$ cat config.mk
export PLATFORM = sky130hd
export DESIGN_NAME = io_input_sampler
export DESIGN_NICKNAME = d
export VERILOG_FILES = /design/src/rtl/io_in_pkg.sv /design/src/rtl/io_debounce.sv /design/src/rtl/io_input_sampler.sv
export SDC_FILE = /design/constraint.sdc
export NUM_CORES = 1
export LEC_CHECK = 0
export CAP_MARGIN = 20
export CORE_MARGIN = 4
export CORE_UTILIZATION = 47
export DETAILED_ROUTE_END_ITERATION = 8
export PLACE_DENSITY_LB_ADDON = 0.25
export SETUP_SLACK_MARGIN = 0.1
export SYNTH_ARGS = -nofsm -noshare
export SYNTH_HDL_FRONTEND = slang
export SYNTH_SLANG_ARGS = --single-unit
$ cat constraint.sdc
create_clock -name i_clk -period 1.7 [get_ports i_clk]
set_clock_uncertainty 0.2 [all_clocks]
set_input_delay 0.17 -clock i_clk [delete_from_list [all_inputs] [get_ports i_clk]]
set_output_delay 0.17 -clock i_clk [all_outputs]
set_load 0.03 [all_outputs]
$ cat src/rtl/io_in_pkg.sv
// io_in_pkg: shared constants and helpers for the switch/button input sampler.
// Register offsets (word index, addr[3:2]), default window base and debounce counter sizing.
package io_in_pkg;
    localparam logic [1:0]  IO_OFS_SW       = 2'd0;
    localparam logic [1:0]  IO_OFS_BTN_LVL  = 2'd1;
    localparam logic [1:0]  IO_OFS_BTN_EDGE = 2'd2;
    localparam logic [31:0] IO_BASE_DEFAULT = 32'h1001_0000;

    function automatic int cnt_width(input int cycles);
        return $clog2(cycles + 1);
    endfunction
endpackage

$ cat src/rtl/io_debounce.sv
// io_debounce: one-bit 2-flop synchronizer followed by a stable-count debouncer.
// Ports: i_clk/i_reset clock and sync active-high reset; i_raw asynchronous input;
//        o_db debounced level; o_upd high in the cycle before o_db takes the new value.
module io_debounce
    import io_in_pkg::*;
#(
    parameter int   DEBOUNCE_CYCLES = 16,
    parameter logic RESET_VAL       = 1'b0
) (
    input  logic i_clk,
    input  logic i_reset,
    input  logic i_raw,
    output logic o_db,
    output logic o_upd
);
    localparam int             CW   = cnt_width(DEBOUNCE_CYCLES);
    localparam logic [CW-1:0]  LAST = CW'(DEBOUNCE_CYCLES - 1);

    logic          r_s1;
    logic          r_s2;
    logic          r_db;
    logic [CW-1:0] r_cnt;

    // Exposed so the owner can react on the very edge the debounced level flips.
    assign o_upd = (r_s2 != r_db) && (r_cnt == LAST);
    assign o_db  = r_db;

    always_ff @(posedge i_clk) begin
        if (i_reset) begin
            r_s1  <= RESET_VAL;
            r_s2  <= RESET_VAL;
            r_db  <= RESET_VAL;
            r_cnt <= '0;
        end else begin
            r_s1 <= i_raw;
            r_s2 <= r_s1;
            if (r_s2 == r_db)
                r_cnt <= '0;
            else if (o_upd) begin
                r_db  <= r_s2;
                r_cnt <= '0;
            end else
                r_cnt <= r_cnt + CW'(1);
        end
    end
endmodule

$ cat src/rtl/io_input_sampler.sv
// io_input_sampler: debounced switches/buttons with sticky press capture, served as MMIO read registers.
// Ports: i_clk/i_reset clock and sync active-high reset; i_io_sw raw switches (1=up);
//        i_io_btn raw buttons (active-low); i_lsu_* MEM-stage load/store request;
//        o_lsu_rdata/o_lsu_hit registered read response; o_btn_evt OR of captured presses.
module io_input_sampler
    import io_in_pkg::*;
#(
    parameter logic [31:0] IO_BASE         = IO_BASE_DEFAULT,
    parameter int          DEBOUNCE_CYCLES = 16,
    parameter int          NUM_SW          = 18,
    parameter int          NUM_BTN         = 4
) (
    input  logic               i_clk,
    input  logic               i_reset,
    input  logic [NUM_SW-1:0]  i_io_sw,
    input  logic [NUM_BTN-1:0] i_io_btn,
    input  logic [31:0]        i_lsu_addr,
    input  logic               i_lsu_rden,
    input  logic               i_lsu_wren,
    input  logic [31:0]        i_lsu_wdata,
    output logic [31:0]        o_lsu_rdata,
    output logic               o_lsu_hit,
    output logic               o_btn_evt
);
    logic [NUM_SW-1:0]  w_db_sw;
    logic [NUM_SW-1:0]  w_sw_upd;
    logic [NUM_BTN-1:0] w_db_btn;
    logic [NUM_BTN-1:0] w_btn_upd;
    logic [NUM_BTN-1:0] w_btn_lvl;
    logic [NUM_BTN-1:0] w_press;
    logic [NUM_BTN-1:0] w_clr;
    logic               w_hit;
    logic [1:0]         w_ofs;
    logic [31:0]        w_rdata;
    logic               w_unused;
    logic [NUM_BTN-1:0] r_edge;
    logic [31:0]        r_rdata;
    logic               r_hit;

    for (genvar i = 0; i < NUM_SW; i++) begin : g_sw
        io_debounce #(.DEBOUNCE_CYCLES(DEBOUNCE_CYCLES), .RESET_VAL(1'b0)) u_db (
            .i_clk(i_clk), .i_reset(i_reset), .i_raw(i_io_sw[i]),
            .o_db(w_db_sw[i]), .o_upd(w_sw_upd[i])
        );
    end

    // Buttons idle high, so their debounce state resets to "released".
    for (genvar i = 0; i < NUM_BTN; i++) begin : g_btn
        io_debounce #(.DEBOUNCE_CYCLES(DEBOUNCE_CYCLES), .RESET_VAL(1'b1)) u_db (
            .i_clk(i_clk), .i_reset(i_reset), .i_raw(i_io_btn[i]),
            .o_db(w_db_btn[i]), .o_upd(w_btn_upd[i])
        );
    end

    // Byte lanes, upper store bits and switch update strobes carry no meaning here.
    assign w_unused = ^{i_lsu_addr[1:0], i_lsu_wdata[31:NUM_BTN], w_sw_upd};

    assign w_btn_lvl = ~w_db_btn;
    // A released bit that is about to flip becomes pressed on this edge.
    assign w_press   = w_btn_upd & w_db_btn;
    assign w_hit     = i_lsu_addr[31:4] == IO_BASE[31:4];
    assign w_ofs     = i_lsu_addr[3:2];
    assign w_clr     = (i_lsu_wren && w_hit && w_ofs == IO_OFS_BTN_EDGE) ? i_lsu_wdata[NUM_BTN-1:0] : '0;
    assign w_rdata   = (w_ofs == IO_OFS_SW)       ? 32'(w_db_sw)   :
                       (w_ofs == IO_OFS_BTN_LVL)  ? 32'(w_btn_lvl) :
                       (w_ofs == IO_OFS_BTN_EDGE) ? 32'(r_edge)    : '0;

    always_ff @(posedge i_clk) begin
        if (i_reset) begin
            r_edge  <= '0;
            r_rdata <= '0;
            r_hit   <= 1'b0;
        end else begin
            // OR-ing presses after the clear makes a new press win over W1C.
            r_edge  <= (r_edge & ~w_clr) | w_press;
            r_rdata <= (i_lsu_rden && w_hit) ? w_rdata : '0;
            r_hit   <= i_lsu_rden && w_hit;
        end
    end

    assign o_lsu_rdata = r_rdata;
    assign o_lsu_hit   = r_hit;
    assign o_btn_evt   = |r_edge;
endmodule

Word-level counts from Yosys, hierarchy flattened:

Cells that the tools add are included.

* logic and storage cells: 288
* input bits: 90
* register bits: 213

* bitwise logic cells: 28
* muxes and demuxes: 4
* reductions and logical operators: 73
* add/subtract/negate cells: 22
* equal/unequal tests: 69

Operators by type and width (count)
* $add 5x1->5 const B: 22
* $eq 5x4->1 const B: 22
* $reduce_or 3->1: 22
* $reduce_and 2->1: 22
* $eq 28x25->1 const B: 1
* $logic_and 1x1->1: 25
* $not 1->1: 23
* $eq 1x1->1: 22
* $ne 1x1->1: 22
* $mux 18: 1
* $mux 4: 3
* $and 4x4->4: 2
* $not 4->4: 2
* $reduce_or 4->1: 2
* $or 4x4->4: 1
* $eq 2x1->1 const B: 1
* $eq 2x2->1 const B: 1
* $logic_not 2->1: 1
* $reduce_or 2->1: 1

Longest topological paths before layout:

* word-level depth: 7
* mapped depth: 6
* depth with buffers taken out: 6

Modules after synthesis:

A second synthesis with hierarchy kept.

* cells, all modules: 711
* area, all modules: 7439.6 sq um

Modules (own cells, without submodules)
* io_debounce at g_sw[0].u_db ...: area each 292.8 sq um, seq. area each 160.2 sq um, instances 18, cells each 28
* io_debounce at g_btn[0].u_db ...: area each 294.0 sq um, seq. area each 160.2 sq um, instances 4, cells each 28
* io_input_sampler: area each 993.5 sq um, seq. area each 460.4 sq um, instances 1, cells each 95

Least setup slack after synthesis:

OpenSTA, ideal clock, no wires.

* path type: reg-to-reg
* start: reg g_sw[14].u_db.r_cnt[0]
* end: reg g_sw[14].u_db.r_cnt[2]
* path buffers: 0
* data arrival time: 1.420 ns
* stages on the path, launching flop included: 6
* required time: 1.435 ns
* setup time: 0.065 ns
* setup slack: 0.016 ns
* cell sequence: dfxtp_1 -> ha_1 -> and3_1 -> ha_1 -> or3_1 -> nor2_1

* cells in the longest elaborated chain, start to end: 3
* elaborated cells between the ends (all ways): 4
* classes of those cells: add/sub (1); eq/ne (1); reduce/logical (2)

Ends and longest elaborated chain
* start, declared: line io_debounce.sv:22 `logic [CW-1:0] r_cnt;`
* start signal, assigned: line io_debounce.sv:43 `r_cnt <= r_cnt + CW'(1);`
* branches (longest 3 deep; another with $add 5x1->5)

Parallel ways; which one is timed is not known.
A chain may end at the register's enable or synchronous reset.

Final worst setup path:

* start: reg r_edge[2]
* end: out o_btn_evt

* cells in the longest elaborated chain, start to end: 1

Ends and longest elaborated chain
* start, declared: line io_input_sampler.sv:36 `logic [NUM_BTN-1:0] r_edge;`
* start signal, assigned: line io_input_sampler.sv:75 `r_edge <= (r_edge & ~w_clr) | w_press;`
* $reduce_or 4->1: line io_input_sampler.sv:83 `assign o_btn_evt = |r_edge;`
* end, declared: line io_input_sampler.sv:23 `output logic o_btn_evt`

Every way passes these cells.

==> run summary <==
Status: finished with violations
Failing checks: hold timing, setup timing
Most used DFF post-synth: dfxtp_1
Grt total ovfl: 0
Top post-synthesis cells by area: dfxtp_1 (55%), ha_1 (7.6%), nor2_1 (6.8%)
Sequential element share of the synthesized area: 54.7%
Core area: 0.0152 sq mm
Clock Path Buffers: 2
Initial antenna violation count: 0
FF-to-FF setup slack: 0.10 ns
Core Util, Final: 68.8%
FF-to-FF End: g_sw[10].u_db.r_cnt[1]
Largest net degree at the start of global routing: 93
First-pass GRT wire length: 23.8 mm
Inserted Clock Buffers: 17
Logic pwr share: 4.3%
Vias per cell: 4.71
Switching Share: 20.2%
Fmax: 552 MHz
Post-synthesis cell type count: 37
Vias: 4981
WL/cell: 13.1 um
Hold Slack: -0.0220 ns
Die ar.: 0.0175 sq mm
Critical Path AT: 1.44 ns
Drt pass-1 iters: 4
Top-area cell type share of the netlist area: 54.7%
Multi-input gate area: 0.00403 sq mm
Final Non-Filler Cells: 1058
Clock latency on the worst-skew pair: 0.43 ns
Netlist Area Pre-Place: 0.00728 sq mm
Cell row count: 45
Final Max Slew Viols: 0
Seq pwr share: 49.2%
PnR worst setup slack: -0.112 ns
Htree depth: 4
Most common cell in the netlist: dfxtp_1
Ratio of cells with drive above 1 in the final layout: 37.5%
CP required: 1.33 ns
# setup viols final: 1
Maximum vdd drop: 0.771 mV
Synth-to-layout area growth: 43.7%
Critical Path Start Type: flop
Cell taking the most area after synthesis: dfxtp_1
Critical Path Sink Type: output pin
Cells after DPL: 971
Gr usage total: 16.5%
Register area: 0.00405 sq mm
P per Cell Area: 926 mW/mm^2
Height of the die: 132 um
Hold Fails Final Rpt: 1
Crit path kind: flop to output pin
Sink Count: 199
Reg2Reg Launch Point: g_sw[10].u_db.r_cnt[0]
Post-DP HPWL: 8.45 mm
Min cycle time layout: 1.81 ns
Crit path cell chain: or4_4 > buf_6
Sw Pwr: 1.96 mW
Synth cell count leaders: dfxtp_1 (199), nor2_1 (132), ha_1 (44), inv_1 (44), xnor2_1 (44)
Vias in the first global route: 5333
Slowest cell on the critical path: or4_4
Inserted Diodes: 0
Gp weighted congestion: 0.719
Pwr Total: 9.69 mW
First DRT Iteration DRCs: 168
Initial Util: 47.9%
Buffers on Ports: 79
WL final: 13.9 mm
Clock transition at path regs: 0.07 ns
Drt drc: 0
Crit path from: r_edge[2]
Antenna-violating nets left: 0
Final Cycle Share: 107%
RSZ-0062 raised after global routing: yes
Yosys reg bits: 199
Asr flop ratio synth: 0%
R2r worst-path depth: 5
Fin nets: 991
YS warnings: 0
Highest cell delay on the worst timing path: 0.54 ns
CTS Root Cell: clkbuf_16
Max_cap viols: 0
LEAKAGE: 3.87 nW
Fillers: 1091
Die X: 132 um
EDFF count, synth: 0
Syn avg cell area: 10.4 sq um
Crit path max fanout: 2
CTS tree: done
P_int: 7.73 mW
Clock network power share: 46.6%
HP Class: input pin to flop
CP endpoint: o_btn_evt
Synthesized instance count: 703
I/O pin count: 124
## area by class of cell
cell class,count,share of cell area (%)
clock buffer,17,4.07
multi-input combinational,447,38.6
tap,188,2.25
timing repair buffer,148,12.5
clock inverter,15,2.38
inverter,44,1.58
sequential,199,38.7
## worst min path at each step
stage	startpoint	endpoint	depth (start not counted)	slack (ns)
after global routing	i_reset	o_lsu_hit	4	-0.008
final	i_reset	o_lsu_hit	4	-0.02
after CTS	i_reset	o_lsu_hit	4	-0.04
after detailed placement	g_btn[2].u_db.r_s1	g_btn[2].u_db.r_s2	1	0.19
after global placement	g_btn[2].u_db.r_s1	g_btn[2].u_db.r_s2	1	0.19
after floorplan	i_io_btn[1]	g_btn[1].u_db.r_s1	1	0.07
## cells in the final DEF, fill, tap and decap left out, types with 17 or more instances in the layout
cell             instances
buf_4                   67
clkbuf_16               17
and2_1                  18
mux2i_1                 22
dfxtp_2                 43
ha_4                    40
dfxtp_1                154
nor2b_1                 36
and3_4                  20
xor2_1                  22
xnor2_1                 44
clkdlybuf4s50_1         58
nand3_1                 22
dlygate4sd2_1           19
nor2_2                  52
nor2_1                  70
inv_1                   44
or3_4                   23
## cells by family (layout without fill, tap and decap cells)
kind of cell	Yosys count	count (layout)	synth area share, %
AND/OR/NAND/NOR	281	281	20.3
flip-flops	199	199	54.7
XOR/XNOR	66	66	7.94
buffers and inverters	70	224	4.55
adder cells (fa/ha/maj)	44	44	7.56
AO/OA/AOI/OAI	20	20	1.86
multiplexers	22	22	3.03
other	1	14	0.0515
## power by group through the flow
stage | combinational [mW] | sequential [mW] | clock, mW
2_1_floorplan | 0.213 | 4.86 | 0
3_3_place_gp | 0.356 | 4.86 | 0
3_5_place_dp | 0.364 | 4.86 | 0
4_1_cts | 0.395 | 4.76 | 4.60
5_1_grt | 0.449 | 4.77 | 4.80
6_report | 0.413 | 4.76 | 4.51
## critical path, delay by kind of cell (launching register included)
| kind | cells | cell delay [ns] |
|---|---|---|
| buffers and inverters | 1 | 0.16 |
| DFF | 1 | 0.32 |
| and+or+nand+nor | 1 | 0.54 |
## per-stage QoR
step | worst slack, ns | instance area (sq um) | TNS (ns) | hold WS (ns)
floorplan | 0.0982 | 7440 | 0 | 0.0671
global placement | -0.240 | 8420 | -4.82 | 0.190
detailed placement | -0.305 | 8420 | -6.03 | 0.190
CTS | -0.140 | 10200 | -0.140 | -0.0400
global route | -0.150 | 10500 | -0.150 | -0.00807
finish | -0.112 | 10500 | -0.112 | -0.0220
## per-layer routing
layer	up-vias	GRT usage (%)	routed length (um)
li1	2551	-	-
met1	2337	17.7	5620
met2	66	30.4	7550
met3	27	4.56	443
met4	0	6.52	292
met5	-	0	0
## state kept, by name, indices dropped and copies added (netlist names), 4 cells and up
name              count
g_sw.u_db.r_cnt      90
g_btn.u_db.r_cnt     20
g_sw.u_db.o_db       18
g_sw.u_db.r_s1       18
g_sw.u_db.r_s2       18
o_lsu_rdata          18
g_btn.u_db.o_db       4
g_btn.u_db.r_s1       4
g_btn.u_db.r_s2       4
r_edge                4
## what timing repair did
| action | 4_1_cts | 5_1_grt |
|---|---|---|
| hold endpoints to repair | 1 | 1 |
| resized for setup | 205 | 69 |
| pin swaps | 99 | 46 |
| buffers inserted | 53 | 2 |
| endpoints found under the setup margin | 134 | 113 |
Power figures use the tool's default switching activity.
